--- src/rtl/wb_stage_pkg.sv ---
// Shared types and constants for the write-back stage.
package wb_stage_pkg;

  localparam int WB_DATA_W = 32;
  localparam int WB_ADDR_W = 5;

  // Architectural zero register: never written, never forwarded.
  localparam logic [WB_ADDR_W-1:0] REG_ZERO = '0;

  // One pending result in the write-back queue.
  typedef struct packed {
    logic                 valid;
    logic [WB_ADDR_W-1:0] waddr;
    logic [WB_DATA_W-1:0] wdata;
  } wb_entry_t;

endpackage

--- src/rtl/wb_stage_if.sv ---
// Execute/regfile/decode-facing signal bundle of the write-back stage.
interface wb_stage_if #(
  parameter int DEPTH  = 4,
  parameter int DATA_W = 32,
  parameter int ADDR_W = 5
);
  logic                     ex_valid;
  logic                     ex_ready;
  logic                     ex_wen;
  logic [ADDR_W-1:0]        ex_waddr;
  logic [DATA_W-1:0]        ex_wdata;
  logic                     flush;
  logic                     rf_hold;
  logic                     rf_write;
  logic [ADDR_W-1:0]        rf_waddr;
  logic [DATA_W-1:0]        rf_wdata;
  logic [ADDR_W-1:0]        rd_addr1;
  logic [ADDR_W-1:0]        rd_addr2;
  logic                     fwd1_hit;
  logic [DATA_W-1:0]        fwd1_data;
  logic                     fwd2_hit;
  logic [DATA_W-1:0]        fwd2_data;
  logic [$clog2(DEPTH):0]   occupancy;

  // Surrounding pipeline side.
  modport master (
    output ex_valid, ex_wen, ex_waddr, ex_wdata, flush, rf_hold, rd_addr1, rd_addr2,
    input  ex_ready, rf_write, rf_waddr, rf_wdata, fwd1_hit, fwd1_data,
           fwd2_hit, fwd2_data, occupancy
  );

  // Write-back stage side.
  modport slave (
    input  ex_valid, ex_wen, ex_waddr, ex_wdata, flush, rf_hold, rd_addr1, rd_addr2,
    output ex_ready, rf_write, rf_waddr, rf_wdata, fwd1_hit, fwd1_data,
           fwd2_hit, fwd2_data, occupancy
  );
endinterface

--- src/rtl/wb_stage_fwd_match.sv ---
// Youngest-match search over the pending-result queue for one read port.
module wb_fwd_match
  import wb_stage_pkg::*;
#(
  parameter int DEPTH  = 4,
  parameter int DATA_W = WB_DATA_W,
  parameter int ADDR_W = WB_ADDR_W,
  localparam int PTR_W = $clog2(DEPTH)
) (
  input  wb_entry_t [DEPTH-1:0] ent_i,
  input  logic [PTR_W-1:0]      tail_i,
  input  logic [ADDR_W-1:0]     rd_addr_i,
  output logic                  hit_o,
  output logic [DATA_W-1:0]     data_o
);

  logic [PTR_W-1:0] idx;
  logic             found;

  // Walk from the slot just behind tail (youngest) toward head; first match wins.
  always_comb begin
    found  = 1'b0;
    data_o = '0;
    idx    = '0;
    for (int k = 1; k <= DEPTH; k++) begin
      idx = tail_i - PTR_W'(k);
      if (!found && ent_i[idx].valid && ent_i[idx].waddr == rd_addr_i &&
          rd_addr_i != REG_ZERO) begin
        found  = 1'b1;
        data_o = ent_i[idx].wdata;
      end
    end
    hit_o = found;
  end

endmodule

--- src/rtl/wb_stage.sv ---
// Write-back stage: in-order result queue draining into the regfile write port,
// with youngest-match forwarding to decode.
module wb_stage
  import wb_stage_pkg::*;
#(
  parameter int DEPTH  = 4,
  parameter int DATA_W = WB_DATA_W,
  parameter int ADDR_W = WB_ADDR_W
) (
  input  logic        clk,
  input  logic        rst_n,
  wb_stage_if.slave   bus
);

  localparam int PTR_W = $clog2(DEPTH);
  localparam int CNT_W = PTR_W + 1;

  wb_entry_t [DEPTH-1:0] ent_q, ent_d;
  logic [PTR_W-1:0]      head_q, head_d, tail_q, tail_d;
  logic [CNT_W-1:0]      count_q, count_d;

  logic full, empty, pop, enq;

  assign full  = (count_q == CNT_W'(DEPTH));
  assign empty = (count_q == '0);

  // No pop-through: a full queue refuses even when the head drains this cycle.
  assign bus.ex_ready  = !full;
  assign pop           = !empty && !bus.rf_hold && !bus.flush;
  assign bus.rf_write  = pop;
  assign bus.rf_waddr  = empty ? '0 : ent_q[head_q].waddr;
  assign bus.rf_wdata  = empty ? '0 : ent_q[head_q].wdata;
  assign bus.occupancy = count_q;

  // Accepted transfers with no architectural effect complete the handshake only.
  assign enq = bus.ex_valid && !full && !bus.flush && bus.ex_wen &&
               (bus.ex_waddr != REG_ZERO);

  // Next-state for queue storage, pointers and count; flush dominates.
  always_comb begin
    ent_d   = ent_q;
    head_d  = head_q;
    tail_d  = tail_q;
    count_d = count_q;
    if (bus.flush) begin
      for (int i = 0; i < DEPTH; i++) ent_d[i].valid = 1'b0;
      head_d  = '0;
      tail_d  = '0;
      count_d = '0;
    end else begin
      if (pop) begin
        ent_d[head_q].valid = 1'b0;
        head_d = head_q + PTR_W'(1);
      end
      if (enq) begin
        ent_d[tail_q] = '{valid: 1'b1, waddr: bus.ex_waddr, wdata: bus.ex_wdata};
        tail_d = tail_q + PTR_W'(1);
      end
      case ({enq, pop})
        2'b10:   count_d = count_q + CNT_W'(1);
        2'b01:   count_d = count_q - CNT_W'(1);
        default: count_d = count_q;
      endcase
    end
  end

  // State registers; reset drops every pending entry.
  always_ff @(posedge clk or negedge rst_n) begin
    if (!rst_n) begin
      ent_q   <= '0;
      head_q  <= '0;
      tail_q  <= '0;
      count_q <= '0;
    end else begin
      ent_q   <= ent_d;
      head_q  <= head_d;
      tail_q  <= tail_d;
      count_q <= count_d;
    end
  end

  wb_fwd_match #(.DEPTH(DEPTH), .DATA_W(DATA_W), .ADDR_W(ADDR_W)) u_fwd1 (
    .ent_i(ent_q), .tail_i(tail_q), .rd_addr_i(bus.rd_addr1),
    .hit_o(bus.fwd1_hit), .data_o(bus.fwd1_data)
  );

  wb_fwd_match #(.DEPTH(DEPTH), .DATA_W(DATA_W), .ADDR_W(ADDR_W)) u_fwd2 (
    .ent_i(ent_q), .tail_i(tail_q), .rd_addr_i(bus.rd_addr2),
    .hit_o(bus.fwd2_hit), .data_o(bus.fwd2_data)
  );

endmodule

--- src/flat_wrapper.sv ---
// flat-port wrapper written by rule: the top's interface ports become plain ports
module wb_stage_flat import wb_stage_pkg::*;
#(
  parameter int DEPTH  = 4,
  parameter int DATA_W = WB_DATA_W,
  parameter int ADDR_W = WB_ADDR_W
)
  (clk, rst_n, bus_ex_valid, bus_ex_wen, bus_ex_waddr, bus_ex_wdata, bus_flush, bus_rf_hold, bus_rd_addr1, bus_rd_addr2, bus_ex_ready, bus_rf_write, bus_rf_waddr, bus_rf_wdata, bus_fwd1_hit, bus_fwd1_data, bus_fwd2_hit, bus_fwd2_data, bus_occupancy);
  wb_stage_if #(.DEPTH(DEPTH), .DATA_W(DATA_W), .ADDR_W(ADDR_W)) bus_i ();
  input  logic clk;
  input  logic rst_n;
  input wire logic [$bits(bus_i.ex_valid)-1:0] bus_ex_valid;
  input wire logic [$bits(bus_i.ex_wen)-1:0] bus_ex_wen;
  input wire logic [$bits(bus_i.ex_waddr)-1:0] bus_ex_waddr;
  input wire logic [$bits(bus_i.ex_wdata)-1:0] bus_ex_wdata;
  input wire logic [$bits(bus_i.flush)-1:0] bus_flush;
  input wire logic [$bits(bus_i.rf_hold)-1:0] bus_rf_hold;
  input wire logic [$bits(bus_i.rd_addr1)-1:0] bus_rd_addr1;
  input wire logic [$bits(bus_i.rd_addr2)-1:0] bus_rd_addr2;
  output wire logic [$bits(bus_i.ex_ready)-1:0] bus_ex_ready;
  output wire logic [$bits(bus_i.rf_write)-1:0] bus_rf_write;
  output wire logic [$bits(bus_i.rf_waddr)-1:0] bus_rf_waddr;
  output wire logic [$bits(bus_i.rf_wdata)-1:0] bus_rf_wdata;
  output wire logic [$bits(bus_i.fwd1_hit)-1:0] bus_fwd1_hit;
  output wire logic [$bits(bus_i.fwd1_data)-1:0] bus_fwd1_data;
  output wire logic [$bits(bus_i.fwd2_hit)-1:0] bus_fwd2_hit;
  output wire logic [$bits(bus_i.fwd2_data)-1:0] bus_fwd2_data;
  output wire logic [$bits(bus_i.occupancy)-1:0] bus_occupancy;
  assign bus_i.ex_valid = bus_ex_valid;
  assign bus_i.ex_wen = bus_ex_wen;
  assign bus_i.ex_waddr = bus_ex_waddr;
  assign bus_i.ex_wdata = bus_ex_wdata;
  assign bus_i.flush = bus_flush;
  assign bus_i.rf_hold = bus_rf_hold;
  assign bus_i.rd_addr1 = bus_rd_addr1;
  assign bus_i.rd_addr2 = bus_rd_addr2;
  assign bus_ex_ready = bus_i.ex_ready;
  assign bus_rf_write = bus_i.rf_write;
  assign bus_rf_waddr = bus_i.rf_waddr;
  assign bus_rf_wdata = bus_i.rf_wdata;
  assign bus_fwd1_hit = bus_i.fwd1_hit;
  assign bus_fwd1_data = bus_i.fwd1_data;
  assign bus_fwd2_hit = bus_i.fwd2_hit;
  assign bus_fwd2_data = bus_i.fwd2_data;
  assign bus_occupancy = bus_i.occupancy;
  wb_stage #(.DEPTH(DEPTH), .DATA_W(DATA_W), .ADDR_W(ADDR_W)) u_core (.clk(clk), .rst_n(rst_n), .bus(bus_i));
endmodule
--- config.mk ---
export PLATFORM = sky130hd
export DESIGN_NAME = wb_stage_flat
export DESIGN_NICKNAME = d
export VERILOG_FILES = /design/src/rtl/wb_stage_pkg.sv /design/src/rtl/wb_stage_if.sv /design/src/rtl/wb_stage_fwd_match.sv /design/src/rtl/wb_stage.sv /design/src/flat_wrapper.sv
export SDC_FILE = /design/constraint.sdc
export NUM_CORES = 1
export LEC_CHECK = 0
export ABC_AREA = 1
export BUFFER_PORTS_ARGS = -buffer_cell sky130_fd_sc_hd__clkbuf_2
export CORE_ASPECT_RATIO = 2
export CORE_MARGIN = 10
export CORE_UTILIZATION = 55
export CTS_BUF_LIST = sky130_fd_sc_hd__clkbuf_4 sky130_fd_sc_hd__clkbuf_8 sky130_fd_sc_hd__clkbuf_16
export CTS_CLUSTER_SIZE = 8
export DETAILED_ROUTE_END_ITERATION = 7
export MAX_ROUTING_LAYER = met4
export PLACE_DENSITY = 0.84
export SLEW_MARGIN = 20
export SYNTH_ARGS = -nofsm -noshare
export SYNTH_HDL_FRONTEND = slang
export SYNTH_HIERARCHICAL = 1
export SYNTH_SLANG_ARGS = --single-unit
--- constraint.sdc ---
create_clock -name clk -period 5.3 [get_ports clk]
set_clock_uncertainty 0.2 [all_clocks]
set_input_delay 1.59 -clock clk [delete_from_list [all_inputs] [get_ports clk]]
set_output_delay 1.59 -clock clk [all_outputs]
set_load 0.05 [all_outputs]
==> flow_metrics.py <==
metrics = {
    "synthesis": {
        "ys_seq_area_frac": 0.226,
        "yosysUniqueCellTypes": 29,
        "syn_avg_cell_area_um2": 5.46,
        "synth_cells": 3229,
        "syn-num-nets": 3291,
        "ys_ff_latch": 159,
        "synth-warning-count": 6,
        "synth_area_mm2": 0.0176,
    },
    "timing": {
        "hold_viol_final": 0,
        "whs_ns": 0.329,
        "fin_ws_ns": 0.131,
        "final-setup-viol-count": 0,
        "rsz0062_at_grt": "yes",
        "relSlewSlack": 0.251,
        "fin_crit_sh": 0.975,
        "drv_slew": 0,
        "finalCriticalPeriod_ns": 5.17,
        "fmax_mhz": 193,
        "tightest_slew_ns": 1.12,
    },
    "die": {
        "die_y_um": 273,
        "die_w_um": 147,
        "rows": 92,
        "die-area_mm2": 0.0400,
        "io_pins": 161,
        "initial_core_util": 0.559,
        "core_mm2": 0.0315,
    },
    "grt": {
        "grt_pass1_vias": 19746,
        "grt_use_total": 0.311,
        "grt_pass1_wl_mm": 98.8,
        "overflow": 0,
        "antenna_found_initial": 0,
        "grt_max_degree": 125,
    },
    "setup_path": {
        "reg2regPathDepth": 7,
        "crit_fanout": 11,
        "required_ns": 3.51,
        "path_cells": "clkbuf_2 -> nor2_1 -> nand3_2 -> nand3_1 -> nor2_1 -> nand2_1 -> inv_2 -> nand2_2 -> nand2_1 -> nor2_2 -> nand2_4 -> inv_4 -> buf_12 -> nand2_1 -> nand2_1 -> buf_12",
        "cpMostUsedCell": "nand2_1",
        "r2r_setup_slack_ns": 2.70,
        "r2r_start": "u_core/tail_q[0]",
        "worst-setup-path-type": "in -> out",
        "setup.worst_path.end_class": "output pin",
        "cp_top_family": "simple AND/OR/NAND/NOR gates",
        "arrival_ns": 3.38,
        "critPathMaxStageDelay_ns": 0.18,
        "cp_num_buf_inv": 5,
        "crit_path_top_delay_cell": "inv_4",
        "timing.rr.end": "u_core/ent_q[24]",
        "startpoint_type": "input port",
    },
    "pwr": {
        "finalPower_uw": 10200,
        "vdd_ir_drop_max_v": 0.000276,
        "powerDensity_mw_per_mm2": 509,
        "leakage_uw": 0.0103,
    },
    "cells_and_area": {
        "fillCellCount": 3034,
        "multi_input_area_mm2": 0.0114,
        "layout.cells.non_filler": 3697,
        "area_delta_synth_final_pct": 14.3,
        "final_util": 0.638,
        "regArea_mm2": 0.00399,
        "drive_gt1_frac": 0.0977,
        "fin_nets": 3323,
        "n_antenna_cell": 0,
    },
    "place": {
        "gp_congestion": 1.05,
        "dp_slack_ns": 0.106,
        "dp_hpwl_mm": 42.1,
        "portBuffers": 160,
        "place_inst": 3660,
    },
    "cts": {
        "cts_max_level": 4,
        "cts_tree": "yes",
        "clock_path_buffers": 2,
        "clk_pin_slew_worst_paths_ns": 0.07,
        "cts-root-buf": "clkbuf_16",
        "hold_buffers": 0,
        "clock-sinks": 159,
        "cts_buffers": 17,
        "clock_latency_ns": 0.46,
    },
    "hold_path": {
        "whs_path_depth": 2,
        "worstHoldStart": "u_core/ent_q[43]",
        "hp-class": "reg -> reg",
        "hold_path_end": "u_core/ent_q[43]",
    },
    "run_status": {
        "outcome": "finished, final reports clean",
    },
    "flow_run": {
        "maxCapViolations": 0,
    },
    "detailed_routing": {
        "drtPass1Iterations": 7,
        "via_count": 21427,
        "drtIter0Drc": 2440,
        "wl_per_cell_um": 17.2,
        "totalWireLength_mm": 63.6,
        "drc": 0,
        "postRouteAntennaNets": 0,
        "post_drt_via_cell_ratio": 5.80,
    },
}
[cell usage after synthesis]
master / number / area share
inv_2: 16 / 0.0034
o211ai_1: 2 / 0.00085
dfrtp_1: 159 / 0.23
buf_2: 70 / 0.020
nand4_1: 4 / 0.0014
nand3_1: 115 / 0.033
o21ai_1: 134 / 0.038
inv_4: 3 / 0.0011
buf_4: 18 / 0.0077
nand2_1: 1369 / 0.29
nand2_4: 2 / 0.0013
nor2_1: 313 / 0.067
a21oi_1: 42 / 0.012
clkbuf_1: 66 / 0.014
ha_1: 8 / 0.0057
nand2_2: 11 / 0.0039
buf_6: 38 / 0.024
nor2_4: 2 / 0.0013
o21ai_0: 474 / 0.13
clkbuf_2: 1 / 0.00028
fa_1: 1 / 0.0011
mux2i_1: 74 / 0.042
nand3_4: 1 / 0.00099
nand3_2: 5 / 0.0028
xor2_1: 4 / 0.0020
inv_1: 270 / 0.058
nor2_2: 5 / 0.0018
xnor2_1: 1 / 0.00050
buf_1: 21 / 0.0045
[flip-flops by register name (all words and copies together), names as in the netlist]
register	cells
u_core/head_q	2
u_core/ent_q	152
u_core/tail_q	2
u_core/bus.occupancy	3
[cells in the final DEF, fill, tap and decap left out, drive strengths merged, types with 3 or more instances in the layout]
master / instances
mux2i: 74
a21oi: 42
nand2: 1382
clkinv: 3
inv: 295
xor2: 4
nand3: 121
o21ai: 608
dfrtp: 159
ha: 8
nand4: 4
nor2: 320
buf: 132
clkbuf: 113
[worst max path at each step]
stage                              to  cells past startpoint              from
finish              bus_fwd2_data[26]                     16   bus_rd_addr2[2]
global route        bus_fwd1_data[27]                     16  u_core/tail_q[0]
CTS                 bus_fwd1_data[22]                     15  u_core/tail_q[0]
detailed placement  bus_fwd1_data[22]                     15   bus_rd_addr1[2]
global placement    bus_fwd1_data[22]                     16   bus_rd_addr1[2]
floorplan           bus_fwd1_data[22]                     14   bus_rd_addr1[1]
[power by group]
| part | switching, uW | leakage (uW) | total, uW | internal [uW] |
|---|---|---|---|---|
| combinational | 4390 | 0.00790 | 6550 | 2160 |
| clock | 565 | 0.000290 | 1290 | 721 |
| sequential | 747 | 0.00207 | 2410 | 1660 |
[worst min-delay path: cells and delay by family (launching register included)]
family,cells,cell delay (ns)
compound gates,1,0.06
flops,1,0.38
simple gates,1,0.06
[kinds of logic after synthesis]
logic type | share of synthesized area
and+or+nand+nor | 0.405
xor gates and xnor gates | 0.00249
buffers and inverters | 0.133
AOI/OAI and AO/OA | 0.186
adders and majority gates | 0.00682
DFF | 0.226
muxes | 0.0420
[stage by stage]
stage,instance area (um2),setup TNS (ns)
2_1_floorplan,17600,0
3_3_place_gp,19400,0
3_5_place_dp,19400,0
4_1_cts,20000,0
5_1_grt,20100,-0.0175
6_report,20100,0
[layer usage]
layer  vias up  wire (um)  global-route usage  part of all wire
met2      1284      30900               0.528              0.49
met1      9561      21800               0.315              0.34
met4         0       5280               0.247             0.083
met5         -          0                   -                 0
met3       384       5550              0.0492             0.087
li1      10198          -                   -                 -
[what timing repair did]
item / in CTS / in global routing
pin swaps: 0 / 2
cloned: 1 / 1
endpoints found under the setup margin: 26 / 61
gates resized for setup: 2 / 19
buffers inserted: 0 / 3
[cell type report]
type | instances | share of cell area
Inverter | 289 | 0.0544
Timing Repair Buffer | 227 | 0.127
Multi-Input combinational cell | 2567 | 0.565
Sequential cell | 159 | 0.198
Tap cell | 423 | 0.0263
Clock inverter | 13 | 0.00746
Clock buffer | 19 | 0.0222
Power figures use the tool's default switching activity.
